[src/rtl/ext_mode_sequencer_if.sv]
// Stream and array-port signal bundle for ext_mode_sequencer; master is the sequencer side.
interface ext_mode_sequencer_if #(
    parameter int WIDTH   = 8,
    parameter int ROW     = 4,
    parameter int COL     = 4,
    parameter int MAX_LEN = 16
);
    localparam int LW = $clog2(MAX_LEN + 1);

    typedef struct packed {
        logic [ROW*WIDTH-1:0] ext_input;
        logic [COL*WIDTH-1:0] ext_weight;
        logic                 ext_weight_en;
        logic                 ext_valid;
    } external_inputs_struct;

    logic                  start_i;
    logic [LW-1:0]         len_i;
    logic                  w_valid_i;
    logic                  w_ready_o;
    logic [COL*WIDTH-1:0]  w_data_i;
    logic                  in_valid_i;
    logic                  in_ready_o;
    logic [ROW*WIDTH-1:0]  in_data_i;
    logic                  ext_en_o;
    external_inputs_struct ext_inputs_o;
    logic [COL*WIDTH-1:0]  ext_result_i;
    logic                  ext_valid_i;
    logic                  res_valid_o;
    logic                  res_ready_i;
    logic [COL*WIDTH-1:0]  res_data_o;
    logic                  busy_o;
    logic                  done_o;
    logic                  err_o;

    modport master (
        input  start_i, len_i, w_valid_i, w_data_i, in_valid_i, in_data_i,
               ext_result_i, ext_valid_i, res_ready_i,
        output w_ready_o, in_ready_o, ext_en_o, ext_inputs_o,
               res_valid_o, res_data_o, busy_o, done_o, err_o
    );

    modport slave (
        output start_i, len_i, w_valid_i, w_data_i, in_valid_i, in_data_i,
               ext_result_i, ext_valid_i, res_ready_i,
        input  w_ready_o, in_ready_o, ext_en_o, ext_inputs_o,
               res_valid_o, res_data_o, busy_o, done_o, err_o
    );
endinterface

[src/rtl/ext_mode_sequencer.sv]
// Host driver for the array external-mode port: buffers a weight tile + N vectors, loads, runs, captures, drains.
// Latency: ROW load + N+ROW-1 run + 1 flush cycles from LOAD entry to the first DRAIN cycle.
// Backpressure: weight/input/result are valid/ready streams; EXT_IN_SKEW_EN adds diagonal input skew.
module ext_mode_sequencer #(
    parameter int WIDTH   = 8,
    parameter int ROW     = 4,
    parameter int COL     = 4,
    parameter int MAX_LEN = 16
) (
    input logic                  clk_i,
    input logic                  rst_i,
    ext_mode_sequencer_if.master bus
);
    localparam int LW  = $clog2(MAX_LEN + 1);
    localparam int AW  = (MAX_LEN > 1) ? $clog2(MAX_LEN) : 1;
    localparam int WCW = $clog2(ROW + 1);
    localparam int WAW = (ROW > 1) ? $clog2(ROW) : 1;
    localparam int RW  = $clog2(MAX_LEN + ROW + 1);
    localparam int IW  = ROW * WIDTH;
    localparam int OW  = COL * WIDTH;

    typedef enum logic [2:0] {
        IDLE, GET_W, GET_IN, LOAD, RUN, FLUSH, DRAIN, DONE
    } state_t;

    state_t         state;
    logic [LW-1:0]  n_len;
    logic [LW-1:0]  in_cnt;
    logic [LW-1:0]  cap_cnt;
    logic [LW-1:0]  rd_ptr;
    logic [WCW-1:0] w_cnt;
    logic [RW-1:0]  run_cnt;

    logic [OW-1:0]  w_mem   [ROW];
    logic [IW-1:0]  in_mem  [MAX_LEN];
    logic [OW-1:0]  res_mem [MAX_LEN];

    logic           w_rdy;
    logic           in_rdy;
    logic           ext_en;
    logic           x_wen;
    logic           x_valid;
    logic [IW-1:0]  x_input;
    logic [OW-1:0]  x_weight;
    logic           res_vld;
    logic [OW-1:0]  res_dat;
    logic           busy;
    logic           done;
    logic           err;

    logic [WCW-1:0] w_nxt;
    logic [RW-1:0]  run_nxt;
    logic [RW-1:0]  run_last;
    logic [LW-1:0]  rd_nxt;
    logic [LW-1:0]  cap_fin;
    logic           capturing;
    logic           cap_take;
    logic           cap_over;
    logic [IW-1:0]  ext_input_drv;

    assign w_nxt     = w_cnt + WCW'(1);
    assign run_nxt   = run_cnt + RW'(1);
    assign run_last  = RW'(n_len) + RW'(ROW - 2);
    assign rd_nxt    = rd_ptr + LW'(1);
    assign capturing = (state == RUN) || (state == FLUSH);
    assign cap_take  = capturing && bus.ext_valid_i && (cap_cnt < n_len);
    assign cap_over  = capturing && bus.ext_valid_i && (cap_cnt >= n_len);
    assign cap_fin   = cap_cnt + LW'(cap_take);

    always_ff @(posedge clk_i) begin
        if (rst_i) begin
            state    <= IDLE;
            n_len    <= '0;
            in_cnt   <= '0;
            cap_cnt  <= '0;
            rd_ptr   <= '0;
            w_cnt    <= '0;
            run_cnt  <= '0;
            w_rdy    <= 1'b0;
            in_rdy   <= 1'b0;
            ext_en   <= 1'b0;
            x_wen    <= 1'b0;
            x_valid  <= 1'b0;
            x_input  <= '0;
            x_weight <= '0;
            res_vld  <= 1'b0;
            res_dat  <= '0;
            busy     <= 1'b0;
            done     <= 1'b0;
            err      <= 1'b0;
        end else begin
            done <= 1'b0;
            case (state)
                IDLE: begin
                    if (bus.start_i) begin
                        err     <= 1'b0;
                        busy    <= 1'b1;
                        w_cnt   <= '0;
                        in_cnt  <= '0;
                        run_cnt <= '0;
                        cap_cnt <= '0;
                        rd_ptr  <= '0;
                        if (bus.len_i == '0) begin
                            done  <= 1'b1;
                            state <= DONE;
                        end else begin
                            n_len <= (bus.len_i > LW'(MAX_LEN)) ? LW'(MAX_LEN) : bus.len_i;
                            w_rdy <= 1'b1;
                            state <= GET_W;
                        end
                    end
                end
                GET_W: begin
                    if (bus.w_valid_i && w_rdy) begin
                        if (w_cnt == WCW'(ROW - 1)) begin
                            w_cnt  <= '0;
                            w_rdy  <= 1'b0;
                            in_rdy <= 1'b1;
                            state  <= GET_IN;
                        end else begin
                            w_cnt <= w_nxt;
                        end
                    end
                end
                GET_IN: begin
                    if (bus.in_valid_i && in_rdy) begin
                        in_cnt <= in_cnt + LW'(1);
                        if (in_cnt == n_len - LW'(1)) begin
                            in_rdy   <= 1'b0;
                            ext_en   <= 1'b1;
                            x_wen    <= 1'b1;
                            x_weight <= w_mem[0];
                            state    <= LOAD;
                        end
                    end
                end
                LOAD: begin
                    if (w_cnt == WCW'(ROW - 1)) begin
                        x_wen    <= 1'b0;
                        x_weight <= '0;
                        x_valid  <= 1'b1;
                        x_input  <= in_mem[0];
                        run_cnt  <= '0;
                        state    <= RUN;
                    end else begin
                        w_cnt    <= w_nxt;
                        x_weight <= w_mem[w_nxt[WAW-1:0]];
                    end
                end
                RUN: begin
                    cap_cnt <= cap_fin;
                    if (cap_over) err <= 1'b1;
                    if (run_cnt == run_last) begin
                        x_valid <= 1'b0;
                        x_input <= '0;
                        state   <= FLUSH;
                    end else begin
                        run_cnt <= run_nxt;
                        // Past the last vector the lanes carry zero padding so the array drains.
                        x_input <= (run_nxt < RW'(n_len)) ? in_mem[run_nxt[AW-1:0]] : '0;
                    end
                end
                FLUSH: begin
                    cap_cnt <= cap_fin;
                    ext_en  <= 1'b0;
                    state   <= DRAIN;
                    if (cap_over || (cap_fin != n_len)) err <= 1'b1;
                    if (cap_fin != '0) begin
                        res_vld <= 1'b1;
                        // A result landing now in slot 0 is not readable from memory yet.
                        res_dat <= (cap_cnt == '0) ? bus.ext_result_i : res_mem[0];
                    end
                end
                DRAIN: begin
                    if (cap_cnt == '0) begin
                        done  <= 1'b1;
                        state <= DONE;
                    end else if (res_vld && bus.res_ready_i) begin
                        rd_ptr <= rd_nxt;
                        if (rd_nxt == cap_cnt) begin
                            res_vld <= 1'b0;
                            res_dat <= '0;
                            done    <= 1'b1;
                            state   <= DONE;
                        end else begin
                            res_dat <= res_mem[rd_nxt[AW-1:0]];
                        end
                    end
                end
                DONE: begin
                    busy  <= 1'b0;
                    state <= IDLE;
                end
                default: state <= IDLE;
            endcase
        end
    end

    // Payload storage carries no reset; validity is tracked by the counters above.
    always_ff @(posedge clk_i) begin
        if (!rst_i) begin
            if (state == GET_W && w_rdy && bus.w_valid_i)
                w_mem[w_cnt[WAW-1:0]] <= bus.w_data_i;
            if (state == GET_IN && in_rdy && bus.in_valid_i)
                in_mem[in_cnt[AW-1:0]] <= bus.in_data_i;
            if (cap_take)
                res_mem[cap_cnt[AW-1:0]] <= bus.ext_result_i;
        end
    end

`ifdef EXT_IN_SKEW_EN
    // Lane r passes through r zero-reset stages, so vector i lane r lands on RUN cycle i+r.
    assign ext_input_drv[WIDTH-1:0] = x_input[WIDTH-1:0];
    for (genvar r = 1; r < ROW; r++) begin : g_skew
        logic [WIDTH-1:0] sr [r];
        always_ff @(posedge clk_i) begin
            if (rst_i) begin
                for (int j = 0; j < r; j++) sr[j] <= '0;
            end else begin
                sr[0] <= x_input[r*WIDTH +: WIDTH];
                for (int j = 1; j < r; j++) sr[j] <= sr[j-1];
            end
        end
        assign ext_input_drv[r*WIDTH +: WIDTH] = sr[r-1];
    end
`else
    assign ext_input_drv = x_input;
`endif

    assign bus.w_ready_o    = w_rdy;
    assign bus.in_ready_o   = in_rdy;
    assign bus.ext_en_o     = ext_en;
    assign bus.ext_inputs_o = {ext_input_drv, x_weight, x_wen, x_valid};
    assign bus.res_valid_o  = res_vld;
    assign bus.res_data_o   = res_dat;
    assign bus.busy_o       = busy;
    assign bus.done_o       = done;
    assign bus.err_o        = err;
endmodule

[src/flat_wrapper.sv]
// flat-port wrapper written by rule: the top's interface ports become plain ports
module ext_mode_sequencer_flat 
#(
    parameter int WIDTH   = 8,
    parameter int ROW     = 4,
    parameter int COL     = 4,
    parameter int MAX_LEN = 16
)
  (clk_i, rst_i, bus_start_i, bus_len_i, bus_w_valid_i, bus_w_data_i, bus_in_valid_i, bus_in_data_i, bus_ext_result_i, bus_ext_valid_i, bus_res_ready_i, bus_w_ready_o, bus_in_ready_o, bus_ext_en_o, bus_ext_inputs_o, bus_res_valid_o, bus_res_data_o, bus_busy_o, bus_done_o, bus_err_o);
  ext_mode_sequencer_if #(.WIDTH(WIDTH), .ROW(ROW), .COL(COL), .MAX_LEN(MAX_LEN)) bus_i ();
  input logic clk_i;
  input logic rst_i;
  input wire logic [$bits(bus_i.start_i)-1:0] bus_start_i;
  input wire logic [$bits(bus_i.len_i)-1:0] bus_len_i;
  input wire logic [$bits(bus_i.w_valid_i)-1:0] bus_w_valid_i;
  input wire logic [$bits(bus_i.w_data_i)-1:0] bus_w_data_i;
  input wire logic [$bits(bus_i.in_valid_i)-1:0] bus_in_valid_i;
  input wire logic [$bits(bus_i.in_data_i)-1:0] bus_in_data_i;
  input wire logic [$bits(bus_i.ext_result_i)-1:0] bus_ext_result_i;
  input wire logic [$bits(bus_i.ext_valid_i)-1:0] bus_ext_valid_i;
  input wire logic [$bits(bus_i.res_ready_i)-1:0] bus_res_ready_i;
  output wire logic [$bits(bus_i.w_ready_o)-1:0] bus_w_ready_o;
  output wire logic [$bits(bus_i.in_ready_o)-1:0] bus_in_ready_o;
  output wire logic [$bits(bus_i.ext_en_o)-1:0] bus_ext_en_o;
  output wire logic [$bits(bus_i.ext_inputs_o)-1:0] bus_ext_inputs_o;
  output wire logic [$bits(bus_i.res_valid_o)-1:0] bus_res_valid_o;
  output wire logic [$bits(bus_i.res_data_o)-1:0] bus_res_data_o;
  output wire logic [$bits(bus_i.busy_o)-1:0] bus_busy_o;
  output wire logic [$bits(bus_i.done_o)-1:0] bus_done_o;
  output wire logic [$bits(bus_i.err_o)-1:0] bus_err_o;
  assign bus_i.start_i = bus_start_i;
  assign bus_i.len_i = bus_len_i;
  assign bus_i.w_valid_i = bus_w_valid_i;
  assign bus_i.w_data_i = bus_w_data_i;
  assign bus_i.in_valid_i = bus_in_valid_i;
  assign bus_i.in_data_i = bus_in_data_i;
  assign bus_i.ext_result_i = bus_ext_result_i;
  assign bus_i.ext_valid_i = bus_ext_valid_i;
  assign bus_i.res_ready_i = bus_res_ready_i;
  assign bus_w_ready_o = bus_i.w_ready_o;
  assign bus_in_ready_o = bus_i.in_ready_o;
  assign bus_ext_en_o = bus_i.ext_en_o;
  assign bus_ext_inputs_o = bus_i.ext_inputs_o;
  assign bus_res_valid_o = bus_i.res_valid_o;
  assign bus_res_data_o = bus_i.res_data_o;
  assign bus_busy_o = bus_i.busy_o;
  assign bus_done_o = bus_i.done_o;
  assign bus_err_o = bus_i.err_o;
  ext_mode_sequencer #(.WIDTH(WIDTH), .ROW(ROW), .COL(COL), .MAX_LEN(MAX_LEN)) u_core (.clk_i(clk_i), .rst_i(rst_i), .bus(bus_i));
endmodule
[config.mk]
export PLATFORM = sky130hd
export DESIGN_NAME = ext_mode_sequencer_flat
export DESIGN_NICKNAME = d
export VERILOG_FILES = /design/src/rtl/ext_mode_sequencer_if.sv /design/src/rtl/ext_mode_sequencer.sv /design/src/flat_wrapper.sv
export SDC_FILE = /design/constraint.sdc
export NUM_CORES = 2
export LEC_CHECK = 0
export CAP_MARGIN = 20
export CORE_AREA = 10 10 379 381
export CTS_CLUSTER_SIZE = 25
export DETAILED_ROUTE_END_ITERATION = 7
export DIE_AREA = 0 0 389 391
export GPL_ROUTABILITY_DRIVEN = 0
export SETUP_SLACK_MARGIN = 0.1
export SLEW_MARGIN = 10
export SYNTH_ARGS = -nofsm -noshare
export SYNTH_HDL_FRONTEND = slang
export SYNTH_SLANG_ARGS = --single-unit
[constraint.sdc]
create_clock -name clk_i -period 11.6 [get_ports clk_i]
set_input_delay 1.16 -clock clk_i [delete_from_list [all_inputs] [get_ports clk_i]]
set_output_delay 1.16 -clock clk_i [all_outputs]
set_load 0.01 [all_outputs]
### Word level (Yosys, flattened, before mapping)

Memories as Yosys holds them, arrays and structs flattened.
Index checks and enable logic that the tools add are counted.

* output and inout bits: 105
* input port bits: 108
* word-level logic and storage cells: 196
* RAM bits: 1152
* memories: 3
* bits in registers: 136

Memories
* u_core.in_mem: depth 16, bits a word 32, read ports 2, clocked after Yosys merged registers in 0, wr ports 1, RTL line ext_mode_sequencer.sv:35 `logic [IW-1:0] in_mem [MAX_LEN];`
* u_core.res_mem: depth 16, bits a word 32, read ports 2, clocked after Yosys merged registers in 0, wr ports 1, RTL line ext_mode_sequencer.sv:36 `logic [OW-1:0] res_mem [MAX_LEN];`
* u_core.w_mem: depth 4, bits a word 32, read ports 2, clocked after Yosys merged registers in 0, wr ports 1, RTL line ext_mode_sequencer.sv:34 `logic [OW-1:0] w_mem [ROW];`

* bitwise gates (word level): 1
* reductions and logical operators: 48
* eq/ne operators: 30
* add/subtract/negate cells: 7
* multiplexer cells: 84
* magnitude comparators: 4

Operators by type and width (count)
* 2-to-1 mux 32 bit: 11
* one-hot mux 32 bit (2 select lines): 3
* 2-to-1 mux 3 bit: 15
* 2-to-1 mux 5 bit: 7
* 2-to-1 mux 1 bit: 33
* one-hot mux 5 bit (2 select lines): 3
* one-hot mux 3 bit (8 select lines): 1
* AND reduction 4 bit: 6
* nonzero test 2 bit: 10
* != test 2 x 1 -> 1 bit (second input constant): 8
* != test 2 bit (second input constant): 8
* one-hot mux 1 bit (2 select lines): 8
* adder 5 x 1 -> 5 bit (second input constant): 3
* == test 5 bit: 3
* one-hot mux 5 bit (3 select lines): 1
* AND reduction 3 bit: 5
* AND reduction 5 bit: 3
* == test 3 bit (second input constant): 4
* logical AND 1 bit: 10
* zero test 5 bit: 2
* < comparator 5 bit: 2
* == test 3 x 2 -> 1 bit (second input constant): 3
* one-hot mux 3 bit (3 select lines): 1
* AND reduction 9 bit: 1
* 17 further kinds: 23

### Longest topological paths before layout

* depth after elaboration: 9
* depth in mapped cells: 18
* mapped depth without buffers: 15

### Worst setup path after synthesis

No wires, ideal clock.

* path kind: input -> register
* start point: input bus_in_valid_i
* end point: memory u_core.in_mem[3][0] in the netlist's numbering, enable pin
* library setup time: 461 ps
* buffers on the path: 1
* arrival time: 4144 ps
* slack: 6995 ps
* stages: 5
* data required time: 11139 ps
* path through: and3_1 -> clkbuf_1 -> nor2b_1 -> nand2_1 -> nor3_1

* word-level cells in the longest chain between the ends: 4

RTL lines
* start: declaration: RTL line flat_wrapper.sv:17 `input wire logic [$bits(bus_i.in_valid_i)-1:0] bus_in_valid_i;`
* logical AND 1 bit: RTL line ext_mode_sequencer.sv:204 `if (state == GET_IN && in_rdy && bus.in_valid_i)`
* 2-to-1 mux 1 bit: RTL line ext_mode_sequencer.sv:204
* 2-to-1 mux 1 bit: RTL line ext_mode_sequencer.sv:201 `if (!rst_i) begin`
* 2-to-1 mux 1 bit (not written as such): RTL line ext_mode_sequencer.sv:205 `in_mem[in_cnt[AW-1:0]] <= bus.in_data_i;`
* end: declaration: RTL line ext_mode_sequencer.sv:35

Every way passes these cells.

### Worst setup path after layout

* start point: register u_core.rd_ptr[0]
* end point: register u_core.res_dat[5] (netlist: u_core.bus.res_data_o[5])

* word-level cells in the longest chain between the ends: 6
* elaborated cells between the ends (all ways): 7
* classes of those cells: 1 x add/sub; 1 x eq/ne; 4 x mux; 1 x memory

RTL lines
* start: declaration: RTL line ext_mode_sequencer.sv:30 `logic [LW-1:0] rd_ptr;`
* start signal: assignment: RTL line ext_mode_sequencer.sv:179 `rd_ptr <= rd_nxt;`
* adder 5 x 1 -> 5 bit *: RTL line ext_mode_sequencer.sv:64 `assign rd_nxt = rd_ptr + LW'(1);`
* memory (16 x 32 bit) / == test 5 bit (equally long branches)
* 2-to-1 mux 32 bit *: RTL line ext_mode_sequencer.sv:180 `if (rd_nxt == cap_cnt) begin`
* 2-to-1 mux 32 bit *: RTL line ext_mode_sequencer.sv:178 `end else if (res_vld && bus.res_ready_i) begin`
* 2-to-1 mux 32 bit *: RTL line ext_mode_sequencer.sv:175 `if (cap_cnt == '0) begin`
* one-hot mux 32 bit (2 select lines) *: RTL line ext_mode_sequencer.sv:93 `case (state)`
* end signal: assignment: RTL line ext_mode_sequencer.sv:171 `res_dat <= (cap_cnt == '0) ? bus.ext_result_i : res_mem[0];`
* end signal: assignment: RTL line ext_mode_sequencer.sv:186 `res_dat <= res_mem[rd_nxt[AW-1:0]];`
* end: declaration: RTL line ext_mode_sequencer.sv:46 `logic [OW-1:0] res_dat;`

Mark *: on every way between the ends. The rest lies on a longest branch, timed or not. The select of a mux whose other input is x is not followed.
A chain may end at the register's enable or synchronous reset.

==> impl_metrics.yaml <==
outcome:
  status: "finished clean"
yosys:
  synth_area_per_cell_um2: 19.1
  synth_cells: 2695
  synth_ff_type: "edfxtp_1"
  synth_area_leaders: "edfxtp_1 67%, mux4_2 14%, dfxtp_1 5.3%, mux2i_1 1.3%, nor2_1 1.2%"
  syn_nets: 2831
  synth_top_area_cell: "edfxtp_1"
  ys_ff_latch: 1288
  yosysSeqAreaShare: 0.726
  yosysWarnings: 0
  synth.top_cell.area_share: 0.673
  synth_cell_types: 63
  async_reset_ff_frac: 0
  synth_edf_count: 1152
  netlist_area_mm2: 0.0514
pwr:
  power_density_mw_per_mm2: 166
  p_leak_nw: 18.7
  ir_worst_vdd_uv: 146
setup_path:
  crit_slowest_cell: "dfxtp_4"
  arrival_ns: 5.27
  critPathKind: "flop to flop"
  cp-start-kind: "flop"
  worstPathCellList: "ha_4 -> buf_4 -> buf_4 -> mux4_2 -> mux2i_1 -> nand2_1 -> a311oi_2 -> nor3_2"
  end_kind: "flop"
  required_ns: 12.20
  crit_top_cell: "buf_4"
  crit_fanout: 55
  cp_slowest_stage_delay_ns: 1.04
die:
  pin_count: 213
  start_util: 0.377
  core_mm2: 0.136
  die_h_um: 391
  die_x_um: 389
  die_area_mm2: 0.152
  rows: 136
grt:
  grt_busiest_layer: "met2"
  grt_max_degree: 65
  grt_pass1_vias: 27805
  grtUsageMet1: 0.217
  grt_pass1_wl_mm: 189
  grt_overflow: 0
  antenna_found_initial: 18
  use_met3: 0.0378
  met2_usage: 0.276
  grt_usage: 0.167
route:
  vias: 26755
  detail_route.first_pass.iterations: 7
  routed_wl_mm: 129
  route.detailed.drc: 0
  vias_per_cell: 5.52
  ant_nets: 0
  drtIter0Drc: 2239
  avgRoutedWirePerCell_um: 26.5
cells_and_area:
  nets: 3072
  drive_gt1_frac: 0.239
  area_delta_synth_final_pct: 17.3
  fillers: 11527
place:
  port_buffers: 212
  dp_hpwl_mm: 69.0
clock_tree:
  cts_resized: 0
  cts_buffers: 139
  clockBufferDepth: 3
  clk_latency_ns: 0.76
  cts_root_buffer: "clkbuf_16"
  cts.sinks: 1288
  cts.htree.levels: 4
  cts_tree: "done"
  cts_hold_buf: 0
  post_cts_buffers: 0
  clk_pin_slew_worst_paths_ns: 0.06
sta:
  slew_violations: 0
  finClkSkew_ns: 0.0304
  slew-limit-headroom: 0.261
  setup_tns_ns: 0
  fmax_mhz: 214
  setup_violations: 0
  worstMarginPinSlew_ns: 1.11
  timing.final.crit_period_ns: 4.67
  rsz0062_at_grt: "false"
  hold_viol: 0
  hold_ws_ns: 0.485
  period_share: 0.403
job:
  maxCapViolations: 0
hold_path:
  hp-class: "flop to flop"
## critical path: cells and delay by family (launching register included)
family                   cells  cell delay (ns)
AO/OA/AOI/OAI                1             0.31
adder cells (fa/ha/maj)      1             0.62
buffers and inverters        2             1.53
flip-flops                   1             1.04
multiplexers                 2             0.75
AND/OR/NAND/NOR              2             0.17
## sequential cells by signal (all words and copies together), names as in the netlist, 32 cells and up
signal,flops
u_core.x_weight,32
u_core.w_mem,128
u_core.in_mem,512
u_core.bus.res_data_o,32
u_core.res_mem,512
u_core.ext_input_drv,32
## final timing paths
check,start,to,slack (ns),depth (start not counted)
worst max register to register,u_core.rd_ptr[0]$_SDFFE_PP0P_,u_core.bus.res_data_o[5]$_SDFFE_PP0P_,6.93,8
worst max-delay path,u_core.rd_ptr[0]$_SDFFE_PP0P_,u_core.bus.res_data_o[5]$_SDFFE_PP0P_,6.93,8
worst min-delay path,u_core.bus.err_o$_SDFFE_PP0P_,u_core.bus.err_o$_SDFFE_PP0P_,0.49,2
worst min register to register,u_core.bus.err_o$_SDFFE_PP0P_,u_core.bus.err_o$_SDFFE_PP0P_,0.49,2
## layer usage
layer / part of all wire / wire [um] / vias to the layer above
li1: - / - / 11389
met3: 0.066 / 8520 / 217
met1: 0.41 / 53100 / 14188
met5: 0.00070 / 90 / -
met2: 0.49 / 63400 / 945
met4: 0.027 / 3500 / 16
## cells by family after synthesis
family / after synthesis / share of synthesized area
flip-flops: 1288 / 0.726
multiplexers: 386 / 0.153
AND/OR/NAND/NOR: 489 / 0.0456
adder cells (fa/ha/maj): 28 / 0.00682
AO/OA/AOI/OAI: 282 / 0.0438
buffers and inverters: 193 / 0.0189
XOR/XNOR: 29 / 0.00524
## layout by cell type (no fill, tap or decap), types with 41 or more instances in the layout
cell,n
dfxtp_1,133
o21ai_0,49
mux4_2,320
clkbuf_1,43
edfxtp_1,1152
buf_4,65
a21oi_1,59
a211oi_1,41
nor2_1,136
clkbuf_16,139
nand2_1,164
nand3_1,44
clkdlybuf4s50_1,211
mux2i_1,66
## where the power goes
part           switching (mW)  total (mW)  leakage (nW)  internal, mW
clock network            1.83        4.35          2.20          2.52
logic                   0.308       0.543          5.07         0.235
registers              0.0415        5.12          11.4          5.08
## stage by stage
stage	power, mW	cell area (um2)	instances	utilization	setup WS (ns)
after floorplan	5.52	51400	2695	-	6.99
after global placement	5.75	55700	4589	0.409	6.88
after detailed placement	5.77	55700	4589	0.409	6.82
after CTS	10.1	60200	4844	0.442	6.78
after global routing	10.4	60200	4847	0.442	6.57
final	10.0	60200	4847	0.442	6.93
## area by class of cell
class                           instances  area [um2]  area share
Clock inverter                         58         702      0.0117
Multi-Input combinational cell       1214       13500       0.223
Clock buffer                          197        3850      0.0638
Antenna cell                            3        7.51    0.000125
Sequential cell                      1288       37300       0.620
Inverter                               16        60.1    0.000997
Timing Repair Buffer                  277        2610      0.0433
Tap cell                             1794        2240      0.0373
## cell usage after synthesis, types with 10 or more instances
library cell and n:
nand3_1 44, a22oi_1 38, nor2b_1 16, xor2_1 16, inv_1 16, buf_2 68, ha_1 28, dfxtp_1 136
mux4_2 320, a21oi_1 59, nand2_1 165, a211oi_2 28, a211oi_1 41, nor3_1 12, o21ai_0 49, nor3_2 31
edfxtp_1 1152, buf_1 10, nor2_1 166, clkbuf_1 77, nand2b_1 13, mux2i_1 66, xnor2_1 12, a311oi_2 31
Note: power is estimated with default switching activity, not from simulation.
==> edit (same flow settings) <==
`ROW` is set to 4 in 3 places; all go to 8.
--- a/src/rtl/ext_mode_sequencer_if.sv
+++ b/src/rtl/ext_mode_sequencer_if.sv
@@ -1,7 +1,7 @@
 // Stream and array-port signal bundle for ext_mode_sequencer; master is the sequencer side.
 interface ext_mode_sequencer_if #(
     parameter int WIDTH   = 8,
-    parameter int ROW     = 4,
+    parameter int ROW     = 8,
     parameter int COL     = 4,
     parameter int MAX_LEN = 16
 );
--- a/src/rtl/ext_mode_sequencer.sv
+++ b/src/rtl/ext_mode_sequencer.sv
@@ -3,7 +3,7 @@
 // Backpressure: weight/input/result are valid/ready streams; EXT_IN_SKEW_EN adds diagonal input skew.
 module ext_mode_sequencer #(
     parameter int WIDTH   = 8,
-    parameter int ROW     = 4,
+    parameter int ROW     = 8,
     parameter int COL     = 4,
     parameter int MAX_LEN = 16
 ) (
--- a/src/flat_wrapper.sv
+++ b/src/flat_wrapper.sv
@@ -2,7 +2,7 @@
 module ext_mode_sequencer_flat 
 #(
     parameter int WIDTH   = 8,
-    parameter int ROW     = 4,
+    parameter int ROW     = 8,
     parameter int COL     = 4,
     parameter int MAX_LEN = 16
 )
Ports: changed (resized bus_ext_inputs_o and bus_in_data_i); port bits go from 213 to 277. The function was not compared with the original's and may differ.
==> edit against the unedited design <==
Power up 51%; sequential share of layout area up 2.9 points; critical path type unchanged; clock skew up 2.3 ps; cell area up 46%; sequential cell count up 673; global-route usage up 7.7 points; routed wire length up 44%; critical path depth up 2; synthesized area up 49%; critical endpoint is now u_core.ext_input_drv[13]$_SDFFE_PP0P_; highest routed layer unchanged; utilization up 20 points; setup slack better by 310 ps; count of clock-buffer cells in the layout up 70; hold slack worse by 29 ps.
==> edit: results <==
[outcome]
status = "completed"

[synthesis]
synth_xor_area_frac = 0.00370
ys_seq_area_frac = 0.748
synth_edf_count = 1792
ys_async_sr_fraction = 0
synth_common_cells = "1792 x edfxtp_1, 512 x mux4_2, 235 x nand2_1"
syn_inst = 3800
synthAdderAreaFrac = 0.00425
synth_compound_gate_area_share = 0.0334
synth_cell_types = 67
synth.area.top_cells = "edfxtp_1 70%, mux4_2 15%, dfxtp_1 4.4%"
muxShareOfSynthArea = 0.165

[placed_design]
portBuffers = 276
post-place-ws_ps = 6770
place_area_um2 = 81500
dpl.cell_count = 5721
place_hpwl_mm = 94.6

[global_routing]
grt.met2_usage = 0.406
grt_usage = 0.244
met1_usage = 0.327
use_met3 = 0.0552
grt_max_degree = 128
grt_pass1_wl_mm = 273
antenna_found_initial = 27
first_global_vias = 40700

[route]
wl_met3_mm = 14.3
met1_length_mm = 73.6
drt-initial-drc-count = 3608
wl_per_cell_um = 30.5
dr_wl_met2_mm = 93.4
top_layer = "met5"
vias = 38600
routed_wirelength_mm = 186

[worst_setup_path]
cp_max_fo = 66
crit_path_max_incr_delay_ps = 820
r2r_start = "u_core.run_cnt[0]$_SDFFE_PP0P_"
arrival_ps = 5060

[sta]
finClkSkew_ps = 32.7
relSlewSlack = 0.252

[cells_and_area]
register_area_um2 = 57200
nFillCells = 9082
drive_above_1_share = 0.239
layout.nets = 4292

[power_and_ir_drop]
p_clk_frac = 0.420
switching_share = 0.209
leakagePower_nw = 27.4
peakVddDrop_v = 0.000147
combinationalPowerShare = 0.063
pg_seq_mw = 7.83

[clocking]
insertion_delay_ps = 810
clockRootBuffer = "clkbuf_16"
cts_buffers = 194

[worst_hold_path]
hold_path.startpoint = "u_core.bus.busy_o$_SDFFE_PP0P_"
==> edit: cell types whose count changed after synthesis, sizes merged, moves of 9 or more <==
cell	delta
clkbuf	+37
o21ai	+37
nor2	+32
a21oi	+17
mux2	+34
mux4	+192
nand3	-34
buf	+24
edfxtp	+640
nand2	+70
dfxtp	+33
a211oi	+31
nor2b	-9
==> edit: final timing paths <==
check / cells past startpoint / slack (ps) / end
max: 10 / 7240 / u_core.ext_input_drv[13]$_SDFFE_PP0P_
min: 2 / 460 / u_core.bus.busy_o$_SDFFE_PP0P_
min reg2reg: 2 / 460 / u_core.bus.busy_o$_SDFFE_PP0P_
max reg2reg: 10 / 7240 / u_core.ext_input_drv[13]$_SDFFE_PP0P_
==> edit: area by class of cell <==
class                           count  share of cell area
Sequential cell                  1961               0.649
Multi-Input combinational cell   1587               0.210
Clock buffer                      267              0.0621
Timing Repair Buffer              368              0.0402
Tap cell                         1794              0.0255
Clock inverter                     98              0.0121
Inverter                           14            0.000596
Antenna cell                        5            0.000142
